--- src/rtl/alu_pipe_pkg.sv ---
// alu_pipe_pkg
// Shared constants for alu_pipe and alu_pipe_core:
//   - the mode encodings (arithmetic / logic)
//   - named 4-bit select codes for the logic and arithmetic function tables
package alu_pipe_pkg;

  localparam logic MODE_ARITH = 1'b0;
  localparam logic MODE_LOGIC = 1'b1;

  // Logic-mode select codes
  localparam logic [3:0] SEL_L_NOT_A    = 4'h0;  // ~A
  localparam logic [3:0] SEL_L_NOR      = 4'h1;  // ~(A|B)
  localparam logic [3:0] SEL_L_NA_AND_B = 4'h2;  // ~A&B
  localparam logic [3:0] SEL_L_ZERO     = 4'h3;  // 0
  localparam logic [3:0] SEL_L_NAND     = 4'h4;  // ~(A&B)
  localparam logic [3:0] SEL_L_NOT_B    = 4'h5;  // ~B
  localparam logic [3:0] SEL_L_XOR      = 4'h6;  // A^B
  localparam logic [3:0] SEL_L_A_AND_NB = 4'h7;  // A&~B
  localparam logic [3:0] SEL_L_NA_OR_B  = 4'h8;  // ~A|B
  localparam logic [3:0] SEL_L_XNOR     = 4'h9;  // ~(A^B)
  localparam logic [3:0] SEL_L_B        = 4'hA;  // B
  localparam logic [3:0] SEL_L_AND      = 4'hB;  // A&B
  localparam logic [3:0] SEL_L_ONES     = 4'hC;  // all ones
  localparam logic [3:0] SEL_L_A_OR_NB  = 4'hD;  // A|~B
  localparam logic [3:0] SEL_L_OR       = 4'hE;  // A|B
  localparam logic [3:0] SEL_L_A        = 4'hF;  // A

  // Arithmetic-mode select codes (carry_in is added to each)
  localparam logic [3:0] SEL_A_PASS       = 4'h0;  // A
  localparam logic [3:0] SEL_A_OR         = 4'h1;  // A|B
  localparam logic [3:0] SEL_A_OR_NB      = 4'h2;  // A|~B
  localparam logic [3:0] SEL_A_MINUS_ONE  = 4'h3;  // -1
  localparam logic [3:0] SEL_A_ADD_ANB    = 4'h4;  // A+(A&~B)
  localparam logic [3:0] SEL_A_OR_ADD_ANB = 4'h5;  // (A|B)+(A&~B)
  localparam logic [3:0] SEL_A_SUB_M1     = 4'h6;  // A-B-1
  localparam logic [3:0] SEL_A_ANB_M1     = 4'h7;  // (A&~B)-1
  localparam logic [3:0] SEL_A_ADD_AND    = 4'h8;  // A+(A&B)
  localparam logic [3:0] SEL_A_ADD        = 4'h9;  // A+B
  localparam logic [3:0] SEL_A_ORNB_ADD_AND = 4'hA;  // (A|~B)+(A&B)
  localparam logic [3:0] SEL_A_AND_M1     = 4'hB;  // (A&B)-1
  localparam logic [3:0] SEL_A_DOUBLE     = 4'hC;  // A+A
  localparam logic [3:0] SEL_A_OR_ADD_A   = 4'hD;  // (A|B)+A
  localparam logic [3:0] SEL_A_ORNB_ADD_A = 4'hE;  // (A|~B)+A
  localparam logic [3:0] SEL_A_DEC        = 4'hF;  // A-1

endpackage

--- src/rtl/alu_pipe_core.sv ---
// alu_pipe_core
// Purely combinational ALU function unit (logic and arithmetic tables).
// Ports:
//   mode      in  1      0 = arithmetic, 1 = logic
//   select    in  4      function code
//   carry_in  in  1      added to arithmetic result, ignored in logic mode
//   in_a/in_b in  WIDTH  operands
//   result    out WIDTH  low WIDTH bits of the selected function
//   carry_out out 1      bit WIDTH of the arithmetic sum, 0 in logic mode
module alu_pipe_core
  import alu_pipe_pkg::*;
#(
  parameter int unsigned WIDTH = 16
) (
  input  logic             mode,
  input  logic [3:0]       select,
  input  logic             carry_in,
  input  logic [WIDTH-1:0] in_a,
  input  logic [WIDTH-1:0] in_b,
  output logic [WIDTH-1:0] result,
  output logic             carry_out
);

  logic [WIDTH:0]   a_x, b_x, nb_x, ones_x, arith_base, arith_sum;
  logic [WIDTH-1:0] logic_res;

  // "-1" is the WIDTH-bit all-ones value, so A-B-1 is A + ~B and X-1 is
  // X + all-ones; the carry lands in bit WIDTH of the extended sum.
  always_comb begin
    a_x    = {1'b0, in_a};
    b_x    = {1'b0, in_b};
    nb_x   = {1'b0, ~in_b};
    ones_x = {1'b0, {WIDTH{1'b1}}};

    arith_base = '0;
    case (select)
      SEL_A_PASS:         arith_base = a_x;
      SEL_A_OR:           arith_base = a_x | b_x;
      SEL_A_OR_NB:        arith_base = a_x | nb_x;
      SEL_A_MINUS_ONE:    arith_base = ones_x;
      SEL_A_ADD_ANB:      arith_base = a_x + (a_x & nb_x);
      SEL_A_OR_ADD_ANB:   arith_base = (a_x | b_x) + (a_x & nb_x);
      SEL_A_SUB_M1:       arith_base = a_x + nb_x;
      SEL_A_ANB_M1:       arith_base = (a_x & nb_x) + ones_x;
      SEL_A_ADD_AND:      arith_base = a_x + (a_x & b_x);
      SEL_A_ADD:          arith_base = a_x + b_x;
      SEL_A_ORNB_ADD_AND: arith_base = (a_x | nb_x) + (a_x & b_x);
      SEL_A_AND_M1:       arith_base = (a_x & b_x) + ones_x;
      SEL_A_DOUBLE:       arith_base = a_x + a_x;
      SEL_A_OR_ADD_A:     arith_base = (a_x | b_x) + a_x;
      SEL_A_ORNB_ADD_A:   arith_base = (a_x | nb_x) + a_x;
      default:            arith_base = a_x + ones_x;
    endcase
    arith_sum = arith_base + {{WIDTH{1'b0}}, carry_in};

    logic_res = '0;
    case (select)
      SEL_L_NOT_A:    logic_res = ~in_a;
      SEL_L_NOR:      logic_res = ~(in_a | in_b);
      SEL_L_NA_AND_B: logic_res = ~in_a & in_b;
      SEL_L_ZERO:     logic_res = '0;
      SEL_L_NAND:     logic_res = ~(in_a & in_b);
      SEL_L_NOT_B:    logic_res = ~in_b;
      SEL_L_XOR:      logic_res = in_a ^ in_b;
      SEL_L_A_AND_NB: logic_res = in_a & ~in_b;
      SEL_L_NA_OR_B:  logic_res = ~in_a | in_b;
      SEL_L_XNOR:     logic_res = ~(in_a ^ in_b);
      SEL_L_B:        logic_res = in_b;
      SEL_L_AND:      logic_res = in_a & in_b;
      SEL_L_ONES:     logic_res = '1;
      SEL_L_A_OR_NB:  logic_res = in_a | ~in_b;
      SEL_L_OR:       logic_res = in_a | in_b;
      default:        logic_res = in_a;
    endcase

    if (mode == MODE_LOGIC) begin
      result    = logic_res;
      carry_out = 1'b0;
    end else begin
      result    = arith_sum[WIDTH-1:0];
      carry_out = arith_sum[WIDTH];
    end
  end

endmodule

--- src/rtl/alu_pipe.sv ---
// alu_pipe
// Two-stage valid/ready pipelined ALU. Stage 1 registers the request,
// stage 2 registers the result and flags. OUT_REG=0 bypasses stage 1.
// Optional feature macro: ALU_PIPE_STICKY_EN (adds sticky_clr/sticky_carry).
// Ports:
//   clk, rst (sync, active-high)
//   in_valid/in_ready, mode, select, carry_in, in_a, in_b  request side
//   out_valid/out_ready, alu_out, carry_out, compare, zero   result side
//   sticky_clr in / sticky_carry out                         (macro only)
module alu_pipe
  import alu_pipe_pkg::*;
#(
  parameter int unsigned WIDTH   = 16,
  parameter int unsigned OUT_REG = 1
) (
  input  logic             clk,
  input  logic             rst,
`ifdef ALU_PIPE_STICKY_EN
  input  logic             sticky_clr,
  output logic             sticky_carry,
`endif
  input  logic             in_valid,
  output logic             in_ready,
  input  logic             mode,
  input  logic [3:0]       select,
  input  logic             carry_in,
  input  logic [WIDTH-1:0] in_a,
  input  logic [WIDTH-1:0] in_b,
  output logic             out_valid,
  input  logic             out_ready,
  output logic [WIDTH-1:0] alu_out,
  output logic             carry_out,
  output logic             compare,
  output logic             zero
);

  logic             s2_adv;
  logic             s1_valid, s1_mode, s1_cin;
  logic [3:0]       s1_sel;
  logic [WIDTH-1:0] s1_a, s1_b;
  logic [WIDTH-1:0] core_res;
  logic             core_cout;

  logic             out_valid_d, out_valid_q;
  logic [WIDTH-1:0] alu_out_d, alu_out_q;
  logic             carry_d, carry_q, compare_d, compare_q, zero_d, zero_q;

  if (OUT_REG != 0) begin : g_s1
    logic             s1_valid_d, s1_valid_q, s1_mode_d, s1_mode_q;
    logic             s1_cin_d, s1_cin_q;
    logic [3:0]       s1_sel_d, s1_sel_q;
    logic [WIDTH-1:0] s1_a_d, s1_a_q, s1_b_d, s1_b_q;
    logic             s1_ready;

    always_comb begin
      s1_ready   = !s1_valid_q || s2_adv;
      s1_valid_d = s1_valid_q;
      s1_mode_d  = s1_mode_q;
      s1_sel_d   = s1_sel_q;
      s1_cin_d   = s1_cin_q;
      s1_a_d     = s1_a_q;
      s1_b_d     = s1_b_q;
      if (s1_ready) begin
        s1_valid_d = in_valid;
        if (in_valid) begin
          s1_mode_d = mode;
          s1_sel_d  = select;
          s1_cin_d  = carry_in;
          s1_a_d    = in_a;
          s1_b_d    = in_b;
        end
      end
    end

    always_ff @(posedge clk) begin
      if (rst) begin
        s1_valid_q <= 1'b0;
        s1_mode_q  <= 1'b0;
        s1_sel_q   <= '0;
        s1_cin_q   <= 1'b0;
        s1_a_q     <= '0;
        s1_b_q     <= '0;
      end else begin
        s1_valid_q <= s1_valid_d;
        s1_mode_q  <= s1_mode_d;
        s1_sel_q   <= s1_sel_d;
        s1_cin_q   <= s1_cin_d;
        s1_a_q     <= s1_a_d;
        s1_b_q     <= s1_b_d;
      end
    end

    assign in_ready = s1_ready;
    assign s1_valid = s1_valid_q;
    assign s1_mode  = s1_mode_q;
    assign s1_sel   = s1_sel_q;
    assign s1_cin   = s1_cin_q;
    assign s1_a     = s1_a_q;
    assign s1_b     = s1_b_q;
  end else begin : g_s1_bypass
    // Request feeds the core directly; it is accepted only when stage 2 moves.
    assign in_ready = s2_adv;
    assign s1_valid = in_valid;
    assign s1_mode  = mode;
    assign s1_sel   = select;
    assign s1_cin   = carry_in;
    assign s1_a     = in_a;
    assign s1_b     = in_b;
  end

  alu_pipe_core #(.WIDTH(WIDTH)) u_core (
    .mode      (s1_mode),
    .select    (s1_sel),
    .carry_in  (s1_cin),
    .in_a      (s1_a),
    .in_b      (s1_b),
    .result    (core_res),
    .carry_out (core_cout)
  );

  always_comb begin
    s2_adv      = !out_valid_q || out_ready;
    out_valid_d = out_valid_q;
    alu_out_d   = alu_out_q;
    carry_d     = carry_q;
    compare_d   = compare_q;
    zero_d      = zero_q;
    if (s2_adv) begin
      out_valid_d = s1_valid;
      if (s1_valid) begin
        alu_out_d = core_res;
        carry_d   = core_cout;
        compare_d = &core_res;
        zero_d    = ~|core_res;
      end
    end
  end

  always_ff @(posedge clk) begin
    if (rst) begin
      out_valid_q <= 1'b0;
      alu_out_q   <= '0;
      carry_q     <= 1'b0;
      compare_q   <= 1'b0;
      zero_q      <= 1'b0;
    end else begin
      out_valid_q <= out_valid_d;
      alu_out_q   <= alu_out_d;
      carry_q     <= carry_d;
      compare_q   <= compare_d;
      zero_q      <= zero_d;
    end
  end

  assign out_valid = out_valid_q;
  assign alu_out   = alu_out_q;
  assign carry_out = carry_q;
  assign compare   = compare_q;
  assign zero      = zero_q;

`ifdef ALU_PIPE_STICKY_EN
  logic sticky_d, sticky_q;

  // Set is applied after clear so a carry emitted during a clear pulse sticks.
  always_comb begin
    sticky_d = sticky_q;
    if (sticky_clr) sticky_d = 1'b0;
    if (out_valid_q && out_ready && carry_q) sticky_d = 1'b1;
  end

  always_ff @(posedge clk) begin
    if (rst) sticky_q <= 1'b0;
    else     sticky_q <= sticky_d;
  end

  assign sticky_carry = sticky_q;
`endif

endmodule

--- config.mk ---
export PLATFORM = sky130hd
export DESIGN_NAME = alu_pipe
export DESIGN_NICKNAME = d
export VERILOG_FILES = /design/src/rtl/alu_pipe_pkg.sv /design/src/rtl/alu_pipe_core.sv /design/src/rtl/alu_pipe.sv
export SDC_FILE = /design/constraint.sdc
export NUM_CORES = 1
export LEC_CHECK = 0
export CAP_MARGIN = 10
export CORE_ASPECT_RATIO = 2
export CORE_MARGIN = 8
export CORE_UTILIZATION = 30
export DETAILED_ROUTE_END_ITERATION = 12
export GPL_TIMING_DRIVEN = 0
export SYNTH_ARGS = -nofsm -noshare
export SYNTH_HDL_FRONTEND = slang
export SYNTH_SLANG_ARGS = --single-unit
--- constraint.sdc ---
create_clock -name clk -period 11.3 [get_ports clk]
set_input_delay 1.695 -clock clk [delete_from_list [all_inputs] [get_ports clk]]
set_output_delay 1.695 -clock clk [all_outputs]
set_load 0.05 [all_outputs]
* Word level (Yosys, flattened, before mapping)
Index checks and enable logic that the tools add are counted.
** Word-level totals
- Input port bits :: 42
- Output and inout port bits :: 21
- Register bits :: 59
** Cells by class
- Equal/unequal tests :: 14
- $add $sub $neg :: 13
- Bitwise operators :: 16
- Reduce and logical (&&, ||, !) cells :: 10
- Multiplexer cells :: 4
** Operators with widths (count)
- $pmux 17 s15 :: 1
- $pmux 16 s15 :: 1
- $and 16x16->16 :: 5
- $not 16->16 :: 5
- $or 16x16->16 :: 5
- $add 16x16->17 :: 3
- $add 16x17->17 :: 2
- $add 17x16->17 :: 2
- $add 17x16->17 const B :: 2
- $add 17x17->17 :: 2
- $eq 4x4->1 const B :: 7
- $add 16x16->17 const B :: 1
- $add 17x1->17 :: 1
- $eq 4x3->1 const B :: 4
- $mux 16 :: 1
- $reduce_and 16->1 :: 1
- $reduce_or 16->1 :: 1
- $xor 16x16->16 :: 1
- $eq 4x2->1 const B :: 2
- $eq 4x1->1 const B :: 1
- $logic_not 4->1 :: 1
- $reduce_and 2->1 :: 2
- $logic_not 1->1 :: 3
- $logic_or 1x1->1 :: 2
- $mux 1 :: 1

* Longest topological paths before layout
Gate-level depths: netlist of run 1.
- Word-level depth :: 8
- Depth in mapped cells :: 26

* Cells and area by module
Synthesis of run 1 repeated with hierarchy kept, for this count alone.
** Second synthesis, totals
- Cells, all modules :: 1596
- Area, all modules :: 10895.4 um^2
** Modules (own cells, without submodules)
- alu_pipe_core :: instances 1, area an instance 8592.0 um^2, cells an instance 1321, seq. area each 0.0 um^2
- alu_pipe :: instances 1, area an instance 2303.5 um^2, cells an instance 275, seq. area each 1181.1 um^2

* Worst setup path before layout of run 1
No wires, ideal clock.
- Kind :: register to register
- Start :: register g_s1.s1_sel_q[2]
- End :: register compare_q (netlist: compare)
- Cell stages (with the launch flop) :: 24
- Period minus slack after synthesis :: 5.748 ns
- Path buffers :: 8
- Arrival time :: 5.632 ns
- Path slack :: 5.552 ns
- Setup time :: 0.116 ns
- Path through :: dfxtp_1 > buf_4 > buf_6 > buf_6 > buf_2 > buf_2 > buf_2 > clkbuf_1 > clkbuf_1 > mux2i_1 > o32ai_1 > or4_1 > ha_1 > a21o_1 > a221oi_1 > a21boi_0 > o21a_1 > o21ai_0 > a21bo_1 > or4_4 > nor4_2 > nor3b_1 > o31a_1 > a31o_1
** On the way
- Longest elaborated chain between the ends :: 5
** RTL lines
- start: declaration :: RTL line alu_pipe.sv:51 : logic [3:0] s1_sel_d, s1_sel_q;
- start signal: assignment :: RTL line alu_pipe.sv:86 : s1_sel_q <= s1_sel_d;
- $eq 4x4->1, or another cell as far along :: RTL line alu_pipe_core.sv:36, alu_pipe_core.sv:57
- $pmux 17 s15 :: RTL line alu_pipe_core.sv:36 : case (select)
- $add 17x1->17 :: RTL line alu_pipe_core.sv:54 : arith_sum = arith_base + {{WIDTH{1'b0}}, carry_in};
- $mux 16 * :: RTL line alu_pipe_core.sv:76 : if (mode == MODE_LOGIC) begin
- $reduce_and 16->1 * :: RTL line alu_pipe.sv:133 : compare_d = &core_res;
- end signal: assignment :: RTL line alu_pipe.sv:150 : compare_q <= compare_d;
- end: declaration :: RTL line alu_pipe.sv:46 : logic carry_d, carry_q, compare_d, compare_q, zero_d, zero_q;
Every way passes the cells marked *; elsewhere a longest branch is shown, timed or not.
A chain may end at the register's enable or synchronous reset.

* Worst setup path after layout of run 1
- Start :: register g_s1.s1_sel_q[0]
- End :: register zero_q (netlist: zero)
** On the way
- Longest elaborated chain between the ends :: 6
** RTL lines
- $eq 4x4->1, or another cell as far along :: RTL line alu_pipe_core.sv:36, alu_pipe_core.sv:57
- $pmux 17 s15 :: RTL line alu_pipe_core.sv:36
- $add 17x1->17 :: RTL line alu_pipe_core.sv:54
- $mux 16 * :: RTL line alu_pipe_core.sv:76
- $reduce_or 16->1 * :: RTL line alu_pipe.sv:134 : zero_d = ~|core_res;
- $logic_not 1->1 * :: RTL line alu_pipe.sv:134
- end signal: assignment :: RTL line alu_pipe.sv:151 : zero_q <= zero_d;
- end: declaration :: RTL line alu_pipe.sv:46
Marked as above.

==> results of run 1 <==
==> per-layer routing <==
| layer | up-vias | GRT usage | part of all wire |
|---|---|---|---|
| met5 | - | 0 | 0.00016 |
| met4 | 2 | 0.383 | 0.12 |
| met3 | 291 | 0.0504 | 0.054 |
| met2 | 756 | 0.636 | 0.49 |
| met1 | 6633 | 0.349 | 0.33 |
| li1 | 5980 | - | - |
==> cell type report <==
class	instances	area, um^2
inverters	48	180
multi-input cells	1332	9040
well taps	454	568
plain buffers	145	692
diodes	2	5.00
clock buffers	10	239
repair buffers	64	637
flip-flops and latches	59	1180
fillers	4055	23800
clock inverters	6	113
==> kinds of logic after synthesis <==
family / Yosys count
AND/OR/NAND/NOR: 547
AO/OA/AOI/OAI: 538
buffers and inverters: 193
adder cells (fa/ha/maj): 103
XOR/XNOR: 83
multiplexers: 61
flip-flops: 59
==> state kept, by name, indices dropped and copies added (netlist names) <==
| signal | count |
|---|---|
| g_s1.s1_cin_q | 1 |
| compare | 1 |
| alu_out | 16 |
| g_s1.s1_valid_q | 1 |
| g_s1.s1_mode_q | 1 |
| g_s1.s1_sel_q | 4 |
| out_valid | 1 |
| carry_out | 1 |
| g_s1.s1_b_q | 16 |
| zero | 1 |
| g_s1.s1_a_q | 16 |
==> synthesized netlist by cell type (10+ instances only) <==
library cell | count | area, um^2
or3_1 | 14 | 87.6
a22oi_1 | 19 | 143
nor4_1 | 16 | 100
and2_1 | 13 | 81.3
a211oi_1 | 23 | 173
nor2_1 | 161 | 604
nand3_1 | 27 | 135
o21ai_0 | 84 | 420
buf_2 | 36 | 180
nand4_1 | 11 | 68.8
a32oi_1 | 12 | 105
o32ai_1 | 10 | 87.6
dfxtp_1 | 59 | 1180
a21o_1 | 15 | 113
mux2_2 | 14 | 158
a21oi_1 | 163 | 816
nand2b_1 | 13 | 81.3
inv_1 | 45 | 169
nor3_1 | 28 | 140
a31oi_1 | 23 | 144
ha_1 | 102 | 1280
o221ai_1 | 11 | 96.3
o211ai_1 | 21 | 158
nand2_1 | 182 | 683
o22ai_1 | 21 | 131
a2111oi_0 | 15 | 131
a221oi_1 | 12 | 105
xor2_1 | 28 | 245
xnor2_1 | 51 | 447
o31ai_1 | 11 | 82.6
clkbuf_1 | 83 | 312
mux2i_1 | 45 | 450
nor2b_1 | 15 | 93.8
==> metrics by stage <==
step	total power [W]	hold slack, ns	setup slack (ns)
floorplan	0.000646	0.441	5.55
global placement	0.000904	0.451	2.59
detailed placement	0.000909	0.452	2.60
CTS	0.00127	0.460	2.56
global route	0.00133	0.473	2.17
finish	0.00130	0.459	2.30
==> where the power goes <==
| part | total [W] | leakage (nW) | internal (W) | switching [W] |
|---|---|---|---|---|
| clock | 0.000363 | 0.173 | 0.000222 | 0.000141 |
| combinational | 0.000684 | 4.12 | 0.000224 | 0.000460 |
| sequential | 0.000249 | 0.485 | 0.000221 | 0.0000283 |
| total | 0.00130 | 4.77 | 0.000667 | 0.000629 |
==> tightest hold or removal path: stages (launching register included) <==
cell and delay, ns:
dfxtp_1 0.31, nand2_1 0.05, a21oi_1 0.05
==> worst min-delay path by stage <==
| stage | from | endpoint | slack, ns | depth (start not counted) |
|---|---|---|---|---|
| floorplan | g_s1.s1_cin_q | g_s1.s1_cin_q | 0.44 | 2 |
| global placement | alu_out[6] | alu_out[6] | 0.45 | 2 |
| detailed placement | alu_out[13] | alu_out[13] | 0.45 | 2 |
| CTS | alu_out[6] | alu_out[6] | 0.46 | 2 |
| global route | alu_out[6] | alu_out[6] | 0.47 | 2 |
| finish | alu_out[6] | alu_out[6] | 0.46 | 2 |
==> results by group, run 1 <==
Worst setup path
  • Setup CP Type: flop to flop
  • Cell count of the worst reg-to-reg path: 24
  • Largest stage delay on the critical path: approximately 0.80 ns
  • Worst Path Max Fanout: 10
  • Worst Setup SP: g_s1.s1_sel_q[0]
  • Crit path launch type: flop
  • Reg-to-Reg Start: g_s1.s1_sel_q[0]
  • Top Family by Delay on Critical Path: buffers and inverters
  • RR Endpoint: zero
  • Worst path cell trace: buf_4 > buf_6 > buf_2 > buf_2 > buf_2 > clkbuf_1 > buf_1 > clkbuf_1 > clkbuf_1 > a21oi_1 > a22oi_1 > o21ai_0 > ha_1 > a21o_1 > a221oi_1 > a21boi_0 > o21a_1 > o21ai_0 > a21bo_1 > or4_4 > o211a_1 > nor3_1 > and4_1 > a31o_1
  • CP required: 11.62 ns
  • Slowest CP cell: clkbuf_1
  • Buffers & Inverters on Critical Path: 9
  • CP Depth: 24
  • R2R Setup Slk: 2.30 ns
  • Worst setup path end: zero
  • Critical path arrival: slightly above 9 ns
  • Setup crit end kind: flop

Timing
  • TNS Setup: 0 ns
  • Tcrit/Tclk final: 0.796
  • Final setup violation count: 0
  • Fmax achieved: ~110 MHz
  • Slew @ Worst Pin: 1.42 ns
  • RSZ-0062 raised after global routing: no
  • Slew HR: 0.0567
  • Fin. max-slew vios: 0
  • Clk_skew: 0.00859 ns
  • Fin crit period: 9.00 ns
  • Hold Vio Cnt, Final: 0

Synth
  • Portion of netlist area occupied by mux cells: 0.0576
  • EDFF count, synth: 0
  • Post-synth cell types: 109
  • Xor and xnor area share after synthesis: 0.0697
  • Register bit count reported by yosys: 59
  • Synth Flop Type: dfxtp_1
  • Largest family of logic cells by synthesized area: compound AO/OA/AOI/OAI gates
  • Simple-Gate Fraction of Synth Area: 0.243
  • Post-Synthesis Cells: roughly 1600
  • Sequential-to-total area share from yosys stat: 0.107
  • Synthesis Warnings: 0
  • Syn nets: between 1500 and 2000
  • Post-synthesis async set-or-reset flop share: 0
  • Compound-cell area share of the yosys netlist: 0.328
  • Synth Area in Adders: 0.117
  • Avg Synthesized Cell Area: 7.00 um^2
  • Mapped cell area: 0.0111 mm^2

Layout
  • Commonest cells after routing, fill and taps aside: 182 x nand2_1, 163 x a21oi_1, 161 x nor2_1, 102 x ha_1, 84 x o21ai_0
  • P&R area growth vs syn: 14.2%
  • Nets: 1804
  • Commonest non-fill, non-tap cell in the layout: nand2_1
  • Layout cells sized above 1: 0.0841
  • Final instance area: 0.0127 mm^2
  • Util after Layout: 0.348
  • Post-Layout Cell Count: approximately 2100

Floorplanning
  • Initial Utilization: 0.304
  • Die area: roughly 0.044 mm^2
  • Core Region: 0.0364 mm^2
  • Standard-cell row count: 99
  • DIE HEIGHT: 288 um
  • Die Wd: roughly 150 um
  • I/O pin cnt: 63

Worst hold path
  • HP Class: flop to flop

Clock tree
  • Hold buffers post-CTS: 0
  • Post-CTS setup buffers: 0
  • Clk Latency, worst-skew pair: 0.38 ns
  • H-tree depth: 3
  • Num Clock Sinks: 59
  • TritonCTS Buffers: 9
  • Clock Tree Buf Depth: 2
  • CTS tree: built
  • Worst-path clk slew: 0.07 ns
  • Root Buffer: clkbuf_16
  • CTS resizes: 0

Job
  • MaxCap Viol Count: 0

Place
  • Port bufs: between 60 and 70
  • GPL Wtd Cong: 1.05
  • Area after DPL: 0.0123 mm^2
  • Post-placement cell count: 2101
  • HPWL Detailed: ~64000 um

GRT
  • Vias in the first global route: 13600
  • Initial antenna violation count: 2
  • Largest net degree at the start of global routing: 14
  • First-pass GRT wire length: 110000 um
  • Total GRT Usage: 0.362
  • Total grt overflow: 0

Drt
  • Detail Route Antenna Nets: 0
  • Vias/cell: 6.44
  • Pre-antenna DRT Iters: 5
  • Drt wl/cell: approximately 38 um
  • Final wirelength: 81300 um
  • Vias after detailed routing: ~14000
  • Drc violations: 0
  • Initial DRC count: 1189

Power
  • Total power divided by cell area: approximately 100 mW/mm^2
  • Leakage: ~4.8 nW
  • VDD IR-drop max: 79.1 uV

Status
  • Status: finished clean
No activity file was read; power rests on OpenSTA's default activity.
==> run 2, diff against run 1 <==
clock period = 8.4 ns   (was 11.3 ns; I/O delays follow)
==> results by group, run 2 (synthesis results as in run 1) <==
Status
  • Status: finished clean

Drt
  • Drt wl/cell: 38.3 um
  • Drc violations: 0
  • Detail Route Antenna Nets: 0
  • Final wirelength: 81200 um
  • Vias/cell: 6.45
  • Metal-1 WL: 27100 um
  • Vias after detailed routing: approximately 14000
  • Pre-antenna DRT Iters: 5
  • Uppermost layer routed: met5
  • Initial DRC count: 1128
  • Met3 Wirelength: roughly 4200 um
  • DR WL met2: ~40000 um

Job
  • MaxCap Viol Count: 0

Power
  • Gate power share: 0.528
  • VDD IR-drop max: about 110 uV
  • Leakage: 4.79 nW
  • Clock Power Share: 0.280
  • Sequential Power Share: 0.192
  • Int Pwr: 0.000897 W
  • Sw Ratio: 0.485
  • Total power divided by cell area: 138 mW/mm^2
  • Switch Pwr: 0.000846 W

Floorplanning
  • Initial Utilization: 0.304
  • Standard-cell row count: 99
  • Core Region: between 0.03 and 0.04 mm^2
  • Die area: approximately 0.044 mm^2
  • DIE HEIGHT: 288 um
  • I/O pin cnt: 63
  • Die Wd: 152 um

Clock tree
  • Clk Latency, worst-skew pair: about 0.38 ns
  • Hold buffers post-CTS: 0
  • CTS tree: built
  • TritonCTS Buffers: 9
  • H-tree depth: 3
  • Clock Tree Buf Depth: 2
  • Root Buffer: clkbuf_16
  • Num Clock Sinks: 59
  • Worst-path clk slew: 0.07 ns

Timing
  • Fin crit period: 8.16 ns
  • Hold_ws: ~0.46 ns
  • Hold Vio Cnt, Final: 0
  • RSZ-0062 raised after global routing: no
  • Tcrit/Tclk final: 0.972
  • Slew @ Worst Pin: 1.43 ns
  • Clk_skew: between 0.01 and 0.015 ns
  • Slew HR: 0.0495
  • TNS Setup: 0 ns
  • Fin. max-slew vios: 0
  • Final setup violation count: 0
  • Fmax achieved: 123 MHz

Worst setup path
  • Critical path arrival: 8.48 ns
  • Worst Setup SP: g_s1.s1_sel_q[3]
  • Crit path launch type: flop
  • CP required: 8.72 ns
  • Worst Path Max Fanout: 10
  • Reg-to-Reg Start: g_s1.s1_sel_q[3]
  • Setup CP Type: flop to flop
  • Setup crit end kind: flop

GRT
  • Total GRT Usage: 0.362
  • Total grt overflow: 0
  • First-pass GRT wire length: 110000 um
  • Initial antenna violation count: 2
  • Vias in the first global route: 13600
  • Largest net degree at the start of global routing: 14

Layout
  • Post-Layout Cell Count: 2120
  • Util after Layout: 0.348
  • Final instance area: 0.0127 mm^2
  • P&R area growth vs syn: 14.3%
  • Layout cells sized above 1: 0.0865
  • Commonest non-fill, non-tap cell in the layout: nand2_1
  • Area of the multi-input gates: 0.00904 mm^2
  • Nets: 1804
  • Fillcell total: ~4100
  • Register Area: 0.00118 mm^2
  • Commonest cells after routing, fill and taps aside: 182 x nand2_1, 163 x a21oi_1, 161 x nor2_1, 102 x ha_1, 84 x o21ai_0

Place
  • Area after DPL: around 0.012 mm^2
  • GPL Wtd Cong: 1.05
  • Post-placement cell count: 2101
  • HPWL Detailed: 64000 um
  • Port bufs: just over 60

Worst hold path
  • HP Class: flop to flop
  • Worst hold start: alu_out[13]
## run 2: layer usage
metal  vias up  track usage
li1       5983            -
met1      6623        0.349
met2       758        0.636
met3       304       0.0504
met4         2        0.383
met5         -            0
## run 2: final timing paths
| kind | cells past startpoint | slack [ns] | endpoint |
|---|---|---|---|
| max reg2reg | 25 | 0.24 | zero |
| min | 2 | 0.46 | alu_out[13] |
| min reg2reg | 2 | 0.46 | alu_out[13] |
| max | 25 | 0.24 | zero |
## run 2: final cells by class
| type | instances | area share |
|---|---|---|
| multi-input combinational | 1332 | 0.714 |
| antenna | 2 | 0.000395 |
| clock buffer | 10 | 0.0189 |
| tap | 454 | 0.0449 |
| inverter | 48 | 0.0142 |
| clock inverter | 6 | 0.00889 |
| timing repair buffer | 64 | 0.0503 |
| buffer | 145 | 0.0550 |
| sequential | 59 | 0.0933 |
## run 2: power groups by stage
stage / Sequential (W) / Combinational, W / Clock, W
after floorplan: 0.000342 / 0.000527 / 0
after global placement: 0.000340 / 0.000876 / 0
after detailed placement: 0.000340 / 0.000883 / 0
after CTS: 0.000333 / 0.000887 / 0.000492
after global routing: 0.000335 / 0.000965 / 0.000493
final: 0.000335 / 0.000920 / 0.000488
## run 2: worst max-delay path: stages (launching register included)
cell and delay, ns:
dfxtp_1 0.31, buf_4 0.15, buf_4 0.19, buf_6 0.19, buf_2 0.27, buf_2 0.33
buf_2 0.33, buf_1 0.53, buf_2 0.39, buf_2 0.30, buf_2 0.45, clkbuf_2 0.46
a22oi_1 0.15, o21ai_0 0.45, ha_1 0.38, a21o_1 0.22, a221oi_1 0.41, a21boi_0 0.20
o21a_1 0.25, o21ai_0 0.22, a21bo_1 0.30, or4_4 0.52, o211a_1 0.24, nor3_1 0.40
and4_1 0.28, a31o_1 0.13
## run 2: what timing repair did
item,4_1_cts,5_1_grt
pin swaps,0,0
setup endpoints to repair,5,5
resized for setup,2,3
buffers inserted,0,0
## run 2: per-stage QoR
step / power, W / setup WS, ns
floorplan: 0.000868 / 2.65
global placement: 0.00122 / -0.306
detailed placement: 0.00122 / -0.298
CTS: 0.00171 / 0.123
global route: 0.00179 / 0.0441
finish: 0.00174 / 0.237
